===== src/rtl/spi_master_ctrl.sv =====
// rtl/spi_master_ctrl.sv - SPI mode-0 master bit engine, 4-wire full duplex / 3-wire half duplex
//
// Serialises one DATA_W-bit word per transaction, MSB first, and returns the
// word captured from the receive line. Every pin-facing output is a flop.
//
// Ports:
//   clk, rst_n            system clock, asynchronous active-low reset
//   tx_valid/tx_ready     word handshake; tx_data, tx_rw, four_wire_i latched at accept
//   rx_valid/rx_data      one-cycle completion pulse with the captured word
//   csb_o, sclk_o, mosi_o chip select (low active), serial clock, MOSI / shared IO value
//   mosi_oe               1 = drive the MOSI / shared IO line
//   mosi_i, miso_i        sampled shared IO line (3-wire) and MISO line (4-wire)
//   four_wire_o           latched mode for the pin interface
module spi_master_ctrl #(
   parameter int DATA_W  = 8,
   parameter int CLK_DIV = 4
) (
   input  logic              clk,
   input  logic              rst_n,
   input  logic              tx_valid,
   output logic              tx_ready,
   input  logic [DATA_W-1:0] tx_data,
   input  logic              tx_rw,
   input  logic              four_wire_i,
   output logic              rx_valid,
   output logic [DATA_W-1:0] rx_data,
   output logic              csb_o,
   output logic              sclk_o,
   output logic              mosi_o,
   output logic              mosi_oe,
   input  logic              mosi_i,
   input  logic              miso_i,
   output logic              four_wire_o
);

   localparam int DIV_W = (CLK_DIV > 1) ? $clog2(CLK_DIV) : 1;
   localparam int BIT_W = $clog2(DATA_W);
   localparam logic [DIV_W-1:0] DIV_LAST = DIV_W'(CLK_DIV - 1);
   localparam logic [BIT_W-1:0] BIT_LAST = BIT_W'(DATA_W - 1);

   typedef enum logic [2:0] {
      S_IDLE,
      S_SETUP,
      S_HI,
      S_LO,
      S_HOLD,
      S_GAP
   } state_t;

   state_t             state, state_nx;
   logic [DIV_W-1:0]   div_cnt, div_cnt_nx;
   logic [BIT_W-1:0]   bit_cnt, bit_cnt_nx;
   // MSB is already on mosi_o at accept, so only the remaining bits are kept
   logic [DATA_W-2:0]  tx_shift;
   logic [DATA_W-1:0]  rx_shift;
   logic               rw_q;
   logic               accept;
   logic               div_last;
   logic               enter_hi;
   logic               enter_lo;
   logic               enter_gap;
   logic               rx_bit;
   logic               rd_nx;
   logic               csb_nx;

   assign accept    = tx_valid && tx_ready;
   assign div_last  = (div_cnt == DIV_LAST);
   assign enter_hi  = (state_nx == S_HI)  && (state != S_HI);
   assign enter_lo  = (state_nx == S_LO)  && (state != S_LO);
   assign enter_gap = (state_nx == S_GAP) && (state != S_GAP);
   assign rx_bit    = four_wire_o ? miso_i : mosi_i;
   assign csb_nx    = (state_nx == S_IDLE) || (state_nx == S_GAP);

   // Read mode must be known on the accept edge itself, before the latches update
   assign rd_nx = accept ? (~four_wire_i & tx_rw) : (~four_wire_o & rw_q);

   always_comb begin
      state_nx   = state;
      bit_cnt_nx = bit_cnt;
      div_cnt_nx = '0;
      case (state)
         S_IDLE: begin
            if (accept) begin
               state_nx   = S_SETUP;
               bit_cnt_nx = '0;
            end
         end
         S_SETUP: if (div_last) state_nx = S_HI;
         S_HI: begin
            if (div_last) begin
               if (bit_cnt == BIT_LAST) begin
                  state_nx = S_HOLD;
               end else begin
                  state_nx   = S_LO;
                  bit_cnt_nx = bit_cnt + 1'b1;
               end
            end
         end
         S_LO:   if (div_last) state_nx = S_HI;
         S_HOLD: if (div_last) state_nx = S_GAP;
         S_GAP:  if (div_last) state_nx = S_IDLE;
         default: state_nx = S_IDLE;
      endcase
      // The divider restarts on every state change so each state lasts CLK_DIV cycles
      if ((state_nx == state) && (state != S_IDLE)) begin
         div_cnt_nx = div_cnt + 1'b1;
      end
   end

   always_ff @(posedge clk or negedge rst_n) begin
      if (!rst_n) begin
         state    <= S_IDLE;
         div_cnt  <= '0;
         bit_cnt  <= '0;
         tx_shift <= '0;
         rx_shift <= '0;
         rw_q     <= 1'b0;
      end else begin
         state   <= state_nx;
         div_cnt <= div_cnt_nx;
         bit_cnt <= bit_cnt_nx;
         if (accept) begin
            tx_shift <= tx_data[DATA_W-2:0];
            rx_shift <= '0;
            rw_q     <= tx_rw;
         end else begin
            if (enter_lo) tx_shift <= tx_shift << 1;
            if (enter_hi) rx_shift <= {rx_shift[DATA_W-2:0], rx_bit};
         end
      end
   end

   // Pin and handshake registers are loaded from the next state, so they line
   // up with the state they describe with no combinational path to the pins.
   always_ff @(posedge clk or negedge rst_n) begin
      if (!rst_n) begin
         csb_o       <= 1'b1;
         sclk_o      <= 1'b0;
         mosi_o      <= 1'b0;
         mosi_oe     <= 1'b0;
         tx_ready    <= 1'b1;
         rx_valid    <= 1'b0;
         rx_data     <= '0;
         four_wire_o <= 1'b0;
      end else begin
         csb_o    <= csb_nx;
         sclk_o   <= (state_nx == S_HI);
         mosi_oe  <= ~csb_nx & ~rd_nx;
         tx_ready <= (state_nx == S_IDLE);
         rx_valid <= enter_gap;
         if (enter_gap) rx_data <= rx_shift;
         if (accept) begin
            mosi_o      <= tx_data[DATA_W-1];
            four_wire_o <= four_wire_i;
         end else if (enter_lo) begin
            // tx_shift shifts on this same edge, so its top bit is the next bit out
            mosi_o <= tx_shift[DATA_W-2];
         end
      end
   end

endmodule


===== config.mk =====
export PLATFORM = sky130hd
export DESIGN_NAME = spi_master_ctrl
export DESIGN_NICKNAME = d
export VERILOG_FILES = /design/src/rtl/spi_master_ctrl.sv
export SDC_FILE = /design/constraint.sdc
export NUM_CORES = 1
export LEC_CHECK = 0
export BUFFER_PORTS_ARGS = -buffer_cell sky130_fd_sc_hd__buf_2
export CORE_ASPECT_RATIO = 1.75
export CORE_MARGIN = 8
export CORE_UTILIZATION = 50
export DETAILED_ROUTE_END_ITERATION = 8
export PLACE_DENSITY = 0.73
export SLEW_MARGIN = 5
export SYNTH_ARGS = -nofsm -noshare
export SYNTH_HDL_FRONTEND = slang
export SYNTH_SLANG_ARGS = --single-unit
export TNS_END_PERCENT = 10

===== constraint.sdc =====
create_clock -name clk -period 1.8 [get_ports clk]
set_clock_uncertainty 0.15 [all_clocks]
set_input_delay 0.36 -clock clk [delete_from_list [all_inputs] [get_ports clk]]
set_output_delay 0.36 -clock clk [all_outputs]
set_load 0.05 [all_outputs]

==> results of run 1 <==
[placed cells by master (no fill, tap or decap), types with 2 or more instances in the layout]
cell type	netlist	routed
a21oi_1	8	7
mux2_2	9	9
o21ai_1	8	8
mux2i_1	10	10
ha_1	4	4
buf_2	3	29
clkbuf_8	0	5
and2_1	2	2
a22o_1	3	3
nand3b_1	2	2
a21oi_2	1	2
dfrtp_1	37	37
clkbuf_1	2	2
o21ai_0	4	4
dfstp_2	2	2
nand2b_1	2	2
buf_4	1	6
nand2_1	30	30
nor2_1	5	5
[final cells by class]
type                    count  area share [%]
well taps                  45            2.70
clock buffers               7            3.66
clock inverters             1           0.240
repair buffers             37            10.6
flip-flops and latches     39            47.0
inverters                   2           0.360
multi-input cells         107            35.5
[through the flow]
step / utilization, % / hold slack (ps) / TNS (ps) / setup WS [ps]
after global placement: 57.8 / 167 / 0 / 40.9
after floorplan: - / -85.6 / 0 / 116
after global routing: 61.3 / 141 / -24.4 / -12.6
after detailed placement: 57.8 / 169 / -107 / -17.2
after CTS: 60.5 / 129 / 0 / 38.3
final: 61.3 / 132 / 0 / 84.7
[report_power, final]
group / switching [W] / internal [W]
clock network: 0.000279 / 0.000271
logic: 0.0000466 / 0.0000309
registers: 0.0000131 / 0.000896
[worst register-to-register path: stages, from the launching register on]
cell and delay (ps):
dfrtp_1 390, ha_1 260, and4bb_2 430, mux2_2 370
[kinds of logic (layout without fill, tap and decap cells)]
logic type	after synthesis	after routing	share of synthesized area, %
adder cells (fa/ha/maj)	4	4	2.82
AO/OA/AOI/OAI	29	29	11.1
AND/OR/NAND/NOR	54	55	15.8
flip-flops	39	39	55.1
buffers and inverters	10	47	3.88
multiplexers	19	19	11.3
[sequential cells by signal (all words and copies together), names as in the netlist, 2 cells and up]
name / flops
rx_data: 8
tx_shift: 7
div_cnt: 2
state: 3
rx_shift: 8
bit_cnt: 3
[routing by layer]
| layer | up-vias | global-route usage (%) |
|---|---|---|
| li1 | 607 | - |
| met1 | 592 | 12.6 |
| met2 | 25 | 23.2 |
| met3 | 5 | 4.22 |
| met4 | 0 | 6.46 |
| met5 | - | 0 |
[path summary, 6_finish.rpt]
path,end
min reg2reg,mosi_oe
min in group asynchronous,rx_data[7]
max in group asynchronous,tx_ready
max,rx_data[6]
max reg2reg,rx_data[6]
min,tx_shift[0]
[what timing repair did]
| item | 4_1_cts | 5_1_grt |
|---|---|---|
| endpoints found under the hold margin | 17 | 0 |
| hold buffers | 1 | 0 |
| buffers inserted | 0 | 2 |
| gates cloned | 0 | 1 |
| resized for setup | 1 | 2 |
| pin swaps | 0 | 1 |
| endpoints found under the setup margin | 8 | 9 |
==> qor.yml, run 1 <==
core_area_mm2: 0.00340
cp_num_buf_inv: 0
dpl_cell_area_mm2: 0.00197
crit_start: "div_cnt[0]"
path_depth: 3
netlist_instances: 155
slowest_stage: "and4bb_2"
wl_met1_um: 1250
fin_nets: 211
drc: 0
start_util_pct: 52.2
n_antenna_cell: 0
yosys-top-cells-area: "dfrtp_1 52%, nand2_1 6.3%, mux2_2 5.7%"
crit_chain: "ha_1 -> and4bb_2 -> mux2_2"
place.gp.congestion: 0.757
drv_slew: 0
dr.pass1.iters: 4
syn_area_mm2: 0.00178
dieWidth_um: 61.0
cp.arrival_ps: 1740
top_layer: "met4"
cts_tree: "built"
tightest_slew_ps: 431
rsz0062_at_grt: "yes"
finalHoldViolations: 0
reg2reg_slack_ps: 80
synth-seq-cells: 39
die_area_mm2: 0.00579
r2r_cells: 3
fin_area_mm2: 0.00208
rows: 28
wl_met3_um: 182
stdcell_count: 238
crit_fanout: 10
required_ps: 1820
synthFlopType: "dfrtp_1"
wirelength_um: 3350
die_h_um: 94.8
async_flop_share_pct: 100
status: "complete, no violations"
grt.overflow.total: 0
fin_crit_ps: 1720
max_freq_mhz: 583
post-place-cells: 226
synth.distinct_cells: 39
drive_above_1_share_pct: 33.7
multi_input_area_um2: 739
synth_top_area_share_pct: 52.1
r2r_start: "div_cnt[0]"
min-delay-start: "tx_data[0]"
setup_viol: 0
total_power_w: 0.00154
port_buffers: 29
leakage_nw: 1.05
syn_nets: 174
routedWlPerCell_um: 14.1
grt_pass1_wl_um: 5680
grt_usage_pct: 13.0
maxCapViolations: 0
wl_met2_um: 1860
ys_seq_area_share_pct: 55.1
avgSynthCellArea_um2: 11.5
critPathKind: "flip-flop to flip-flop"
cp-end-kind: "flip-flop"
htreeDepth: 2
seq_area_um2: 978
startpoint_type: "flip-flop"
io_pins: 30
critPathMaxStageDelay_ps: 430
yosys_warnings: 0
clockBufferDepth: 2
vias: 1229
yosys.area.top_type: "dfrtp_1"
cts.clk_slew.worst_paths_ps: 70
grt_max_degree: 27
clock_latency_ps: 290
dp_hpwl_um: 2490
fillers: 302
max-slew-margin-rel_pct: 71.3
ir_worst_vdd_v: 0.000555
synthTopCellsByCount: "37 x dfrtp_1, 30 x nand2_1, 10 x mux2i_1"
cts_buffers: 5
ant_nets: 0
antenna_found_initial: 0
hp-class: "input pin to flip-flop"
powerDensity_mw_per_mm2: 738
root_buffer: "clkbuf_8"
synth_edf_count: 0
syn_to_final_growth_pct: 17.3
fin_crit_sh_pct: 95.3
path_delay_family: "simple AND/OR/NAND/NOR gates"
synth_most_common_cell: "dfrtp_1"
clock_sink_count: 39
viasPerCell: 5.16
drt_iter0_drc: 18
hold_depth: 3
first_global_vias: 1332
No activity file was read; power rests on OpenSTA's default activity.
==> inputs of run 2 (changes only) <==
--- a/config.mk
+++ b/config.mk
@@ -10,6 +10,7 @@
 export CORE_MARGIN = 8
 export CORE_UTILIZATION = 50
 export DETAILED_ROUTE_END_ITERATION = 8
+export HOLD_SLACK_MARGIN = 0.15
 export PLACE_DENSITY = 0.73
 export SLEW_MARGIN = 5
 export SYNTH_ARGS = -nofsm -noshare
==> constraint.sdc (replaced) <==
create_clock -name clk -period 1.8 [get_ports clk]
set_clock_uncertainty 0.15 [all_clocks]
set_input_delay 0.54 -clock clk [delete_from_list [all_inputs] [get_ports clk]]
set_output_delay 0.54 -clock clk [all_outputs]
set_load 0.05 [all_outputs]
==> run 2 against run 1 <==
Combinational power hardly changed. Global-route usage is 0.19 points lower. Count of clock-buffer cells in the layout is 1 lower. Worst setup slack worse by 46 ps. Register-to-register slack hardly changed. Cell count is 0.84% lower. Sequential share of layout area is 0.86 points lower. Flip-flop and latch count stayed put. Design area is 1.9% higher. Maximum frequency is 2.6% lower. Power is 13% higher.
==> qor.yml, run 2 (synthesis results as in run 1) <==
path_delay_family: "flip-flops"
fin_crit_sh_pct: 97.8
dp_slack_ps: -17.7
vias: 1246
rows: 28
max_freq_mhz: 568
clockBufferDepth: 2
dieWidth_um: 61.0
leakage_nw: 1.06
pwr-share-comb_pct: 4.5
htreeDepth: 2
root_buffer: "clkbuf_8"
drv_slew: 0
dr.pass1.iters: 4
cp.arrival_ps: 1070
slowest_stage: "dfstp_2"
finalHoldViolations: 0
powerDensity_mw_per_mm2: 816
pwr-share-seq_pct: 52.5
post-place-cells: 227
viasPerCell: 5.28
maxCapViolations: 0
cts_tree: "built"
power.switching_w: 0.000357
die_h_um: 94.8
ant_nets: 0
ir_worst_vdd_v: 0.000721
dpl_cell_area_mm2: 0.00197
final_cell_mix: "37 x dfrtp_1, 30 x nand2_1, 28 x buf_2, 10 x mux2i_1, 9 x mux2_2"
setup_viol: 0
total_power_w: 0.00173
hold_depth: 3
routedWlPerCell_um: 13.8
grt.overflow.total: 0
r2r_cells: 6
grt_pass1_wl_um: 5510
fin_nets: 209
finalWorstSetupSlack_ps: 39.0
cp-end-kind: "output pin"
core_area_mm2: 0.00340
die_area_mm2: 0.00579
fin_area_mm2: 0.00212
wirelength_um: 3260
required_ps: 1110
crit_chain: "buf_2"
antenna_found_initial: 0
drive_above_1_share_pct: 33.5
drc: 0
clock_sink_count: 39
n_antenna_cell: 0
stdcell_count: 236
crit_fanout: 1
hp-class: "input pin to flip-flop"
reg_top3: "rx_data x8, rx_shift x8, tx_shift x7"
critPathKind: "flip-flop to output pin"
place.gp.congestion: 0.771
cts_buffers: 5
switching_share_pct: 20.6
rsz0062_at_grt: "yes"
drt_iter0_drc: 32
grt_usage_pct: 12.8
tightest_slew_ps: 404
critPathMaxStageDelay_ps: 530
status: "complete, no violations"
startpoint_type: "flip-flop"
fin_crit_ps: 1760
cts.clk_slew.worst_paths_ps: 70
post_cts_buffers: 0
path_depth: 1
cp_num_buf_inv: 1
port_buffers: 29
grt_max_degree: 24
timing.setup.tns_ps: 0
clock_latency_ps: 290
layout_commonest_cell: "dfrtp_1"
first_global_vias: 1298
pwr-share-clk_pct: 43.0
io_pins: 30
syn_to_final_growth_pct: 19.5
internal_power_w: 0.00137
start_util_pct: 52.2
max-slew-margin-rel_pct: 73.1
dp_hpwl_um: 2510
run 2: cell count changes in the layout (fill, tap and decap cells not counted), sizes merged:
cell,previous run,this run
bufinv,0,1
and2,4,3
buf,36,34
run 2: area by class of cell:
class / count / area [um^2]
clock buffer: 6 / 82.6
clock inverter: 2 / 35.0
fill: 303 / 1280
inverter: 2 / 7.51
multi-input combinational: 106 / 747
sequential: 39 / 978
tap: 45 / 56.3
timing repair buffer: 36 / 215
run 2: power groups by stage:
stage	sequential (W)	clock [W]	combinational, W
floorplan	0.000935	0	0.0000195
global placement	0.000925	0	0.0000748
detailed placement	0.000926	0	0.0000780
CTS	0.000909	0.000756	0.0000800
global route	0.000911	0.000794	0.0000875
finish	0.000909	0.000745	0.0000774
run 2: timing repair:
action	in CTS	in global routing
endpoints found under the hold margin	14	0
gates resized for setup	1	4
hold buffers	1	0
setup endpoints to repair	10	6
run 2: worst paths after layout:
check	slack [ps]	from	end
setup reg to reg	80	bit_cnt[0]	tx_shift[6]
setup / recovery	40	csb_o	csb_o
min in group asynchronous	550	rst_n	rx_shift[2]
max in group asynchronous	500	rst_n	div_cnt[0]
hold reg to reg	340	rw_q	mosi_oe
hold / removal	300	tx_data[3]	tx_shift[3]
run 2: per-stage QoR:
stage	utilization, %	hold WS [ps]
finish	62.4	304
floorplan	-	94.4
global route	62.4	301
global placement	58.1	309
detailed placement	58.1	328
CTS	61.8	301
run 2: per-layer routing:
layer	share of wire, %	track usage (%)	routed length [um]
met1	38	12.4	1240
met2	54	22.5	1780
met3	5.4	4.36	176
met4	2.2	7.05	71
met5	0	0	0
==> inputs of run 3 (changes only) <==
--- a/config.mk
+++ b/config.mk
@@ -5,13 +5,13 @@
 export SDC_FILE = /design/constraint.sdc
 export NUM_CORES = 1
 export LEC_CHECK = 0
-export BUFFER_PORTS_ARGS = -buffer_cell sky130_fd_sc_hd__buf_2
+export BUFFER_PORTS_ARGS = -buffer_cell sky130_fd_sc_hd__buf_4
 export CORE_ASPECT_RATIO = 1.75
 export CORE_MARGIN = 8
-export CORE_UTILIZATION = 50
+export CORE_UTILIZATION = 28
 export DETAILED_ROUTE_END_ITERATION = 8
 export HOLD_SLACK_MARGIN = 0.15
-export PLACE_DENSITY = 0.73
+export PLACE_DENSITY = 0.47
 export SLEW_MARGIN = 5
 export SYNTH_ARGS = -nofsm -noshare
 export SYNTH_HDL_FRONTEND = slang
==> run 3 against run 2 <==
Cell count grew 16%. Count of clock-buffer cells in the layout up 2. Worst hold slack improved by 3.9 ps. Clock power fell by 15%. Combinational power rose by 7.5%. Flip-flop and latch count is the same. Sequential power barely moved. Maximum frequency about the same. Power decreased by 6.1%. Worst setup slack got worse by 0.73 ps. Register-to-register slack worse by 40 ps. Largest cell class unchanged. First-iteration DRC count grew 63%.
==> qor.yml, run 3 (synthesis results as in run 1) <==
status: "complete, no violations"
dp_hpwl_um: 2780
wl_met1_um: 1470
die_area_mm2: 0.00925
dieWidth_um: 76.2
grt_usage_pct: 8.52
rows: 38
leakage_nw: 1.07
cts_buffers: 5
critPathMaxStageDelay_ps: 450
start_util_pct: 28.7
first_global_vias: 1362
reg2reg_slack_ps: 40
port_buffers: 29
setup_viol: 0
finalHoldViolations: 0
syn_to_final_growth_pct: 26.9
slowest_stage: "dfrtp_2"
required_ps: 1820
drc: 0
cp-end-kind: "flip-flop"
dpl_cell_area_mm2: 0.00208
clockBufferDepth: 2
final_util_pct: 36.5
fin_nets: 212
cts_tree: "built"
dr.pass1.iters: 5
place.gp.congestion: 0.801
crit_fanout: 4
wl_met2_um: 2090
stdcell_count: 274
drive_above_1_share_pct: 37.1
critPathKind: "flip-flop to flip-flop"
powerDensity_mw_per_mm2: 721
top_layer: "met4"
io_pins: 30
startpoint_type: "flip-flop"
reg_top3: "rx_data x8, rx_shift x8, tx_shift x7"
viasPerCell: 4.53
die_h_um: 121
wl_met3_um: 138
maxCapViolations: 0
fin_area_mm2: 0.00225
wirelength_um: 3760
n_antenna_cell: 0
drv_slew: 0
max_freq_mhz: 568
fillers: 655
routedWlPerCell_um: 13.7
drt_iter0_drc: 52
grt_pass1_wl_um: 6420
grt.overflow.total: 0
max-slew-margin-rel_pct: 67.4
layout_commonest_cell: "buf_4"
clock_latency_ps: 280
antenna_found_initial: 0
final_cell_mix: "37 x buf_4, 36 x dfrtp_1, 30 x nand2_1, 10 x mux2i_1, 9 x mux2_2"
ir_worst_vdd_v: 0.000419
root_buffer: "clkbuf_8"
core_area_mm2: 0.00618
fin_crit_ps: 1760
grt_max_degree: 40
fin_crit_sh_pct: 97.9
ant_nets: 0
htreeDepth: 2
crit_chain: "ha_2 -> and4bb_4 -> and2_2 -> buf_4 -> mux2_2"
vias: 1242
hp-class: "input pin to flip-flop"
clock_sink_count: 39
cts.clk_slew.worst_paths_ps: 70
post-place-cells: 262
cp.arrival_ps: 1780
tightest_slew_ps: 488
[run 3: changes by cell type in the layout (fill, tap and decap cells not counted), sizes merged]
cell | before | now
clkbuf | 7 | 8
bufinv | 1 | 0
clkinv | 1 | 0
and2 | 3 | 4
buf | 34 | 37
[run 3: timing repair]
item,CTS,global route
hold endpoints to repair,37,0
pin swaps,0,4
hold buffers,1,0
gates cloned,0,1
resized for setup,1,11
endpoints found under the setup margin,10,16
buffers inserted,0,2
[run 3: path summary, 6_finish.rpt]
| check | startpoint | to | cells after the start |
|---|---|---|---|
| worst min-delay path | tx_rw | rw_q | 3 |
| worst max-delay path | div_cnt[0] | bit_cnt[0] | 5 |
| worst min register to register | rw_q | mosi_oe | 1 |
| worst max register to register | div_cnt[0] | bit_cnt[0] | 5 |
| min in group asynchronous | rst_n | rx_shift[5] | 2 |
| max in group asynchronous | rst_n | div_cnt[0] | 2 |
[run 3: worst max-delay path, delay by kind of cell (launching register included)]
kind,cells,cell delay [ps]
and+or+nand+nor,2,440
DFF,1,450
adders and majority gates,1,210
muxes,1,250
buffers and inverters,1,150
[run 3: layer usage]
layer | vias to the layer above | global-route usage [%]
li1 | 612 | -
met1 | 600 | 8.50
met2 | 26 | 16.0
met3 | 4 | 2.52
met4 | 0 | 3.27
met5 | - | 0
[run 3: layout make-up]
| cell class | instances | area, um^2 | area share (%) |
|---|---|---|---|
| sequential | 39 | 980 | 43.5 |
| inverter | 2 | 7.51 | 0.333 |
| timing repair buffer | 38 | 288 | 12.8 |
| multi-input combinational | 107 | 778 | 34.5 |
| tap | 80 | 100 | 4.44 |
| clock buffer | 8 | 100 | 4.44 |
[run 3: power by group]
group / internal [W] / leakage (nW) / total, W / switching (W)
sequential: 0.000896 / 0.486 / 0.000909 / 0.0000133
clock: 0.000350 / 0.0515 / 0.000634 / 0.000284
combinational: 0.0000372 / 0.534 / 0.0000832 / 0.0000460
[run 3: through the flow]
| stage | hold slack (ps) | power (W) | setup TNS, ps | worst slack, ps |
|---|---|---|---|---|
| 2_1_floorplan | 94.4 | 0.000955 | 0 | 116 |
| 3_3_place_gp | 306 | 0.00101 | 0 | 13.3 |
| 3_5_place_dp | 321 | 0.00101 | -348 | -40.9 |
| 4_1_cts | 300 | 0.00166 | 0 | 18.4 |
| 5_1_grt | 302 | 0.00172 | -5.22 | -5.22 |
| 6_report | 308 | 0.00163 | 0 | 38.2 |
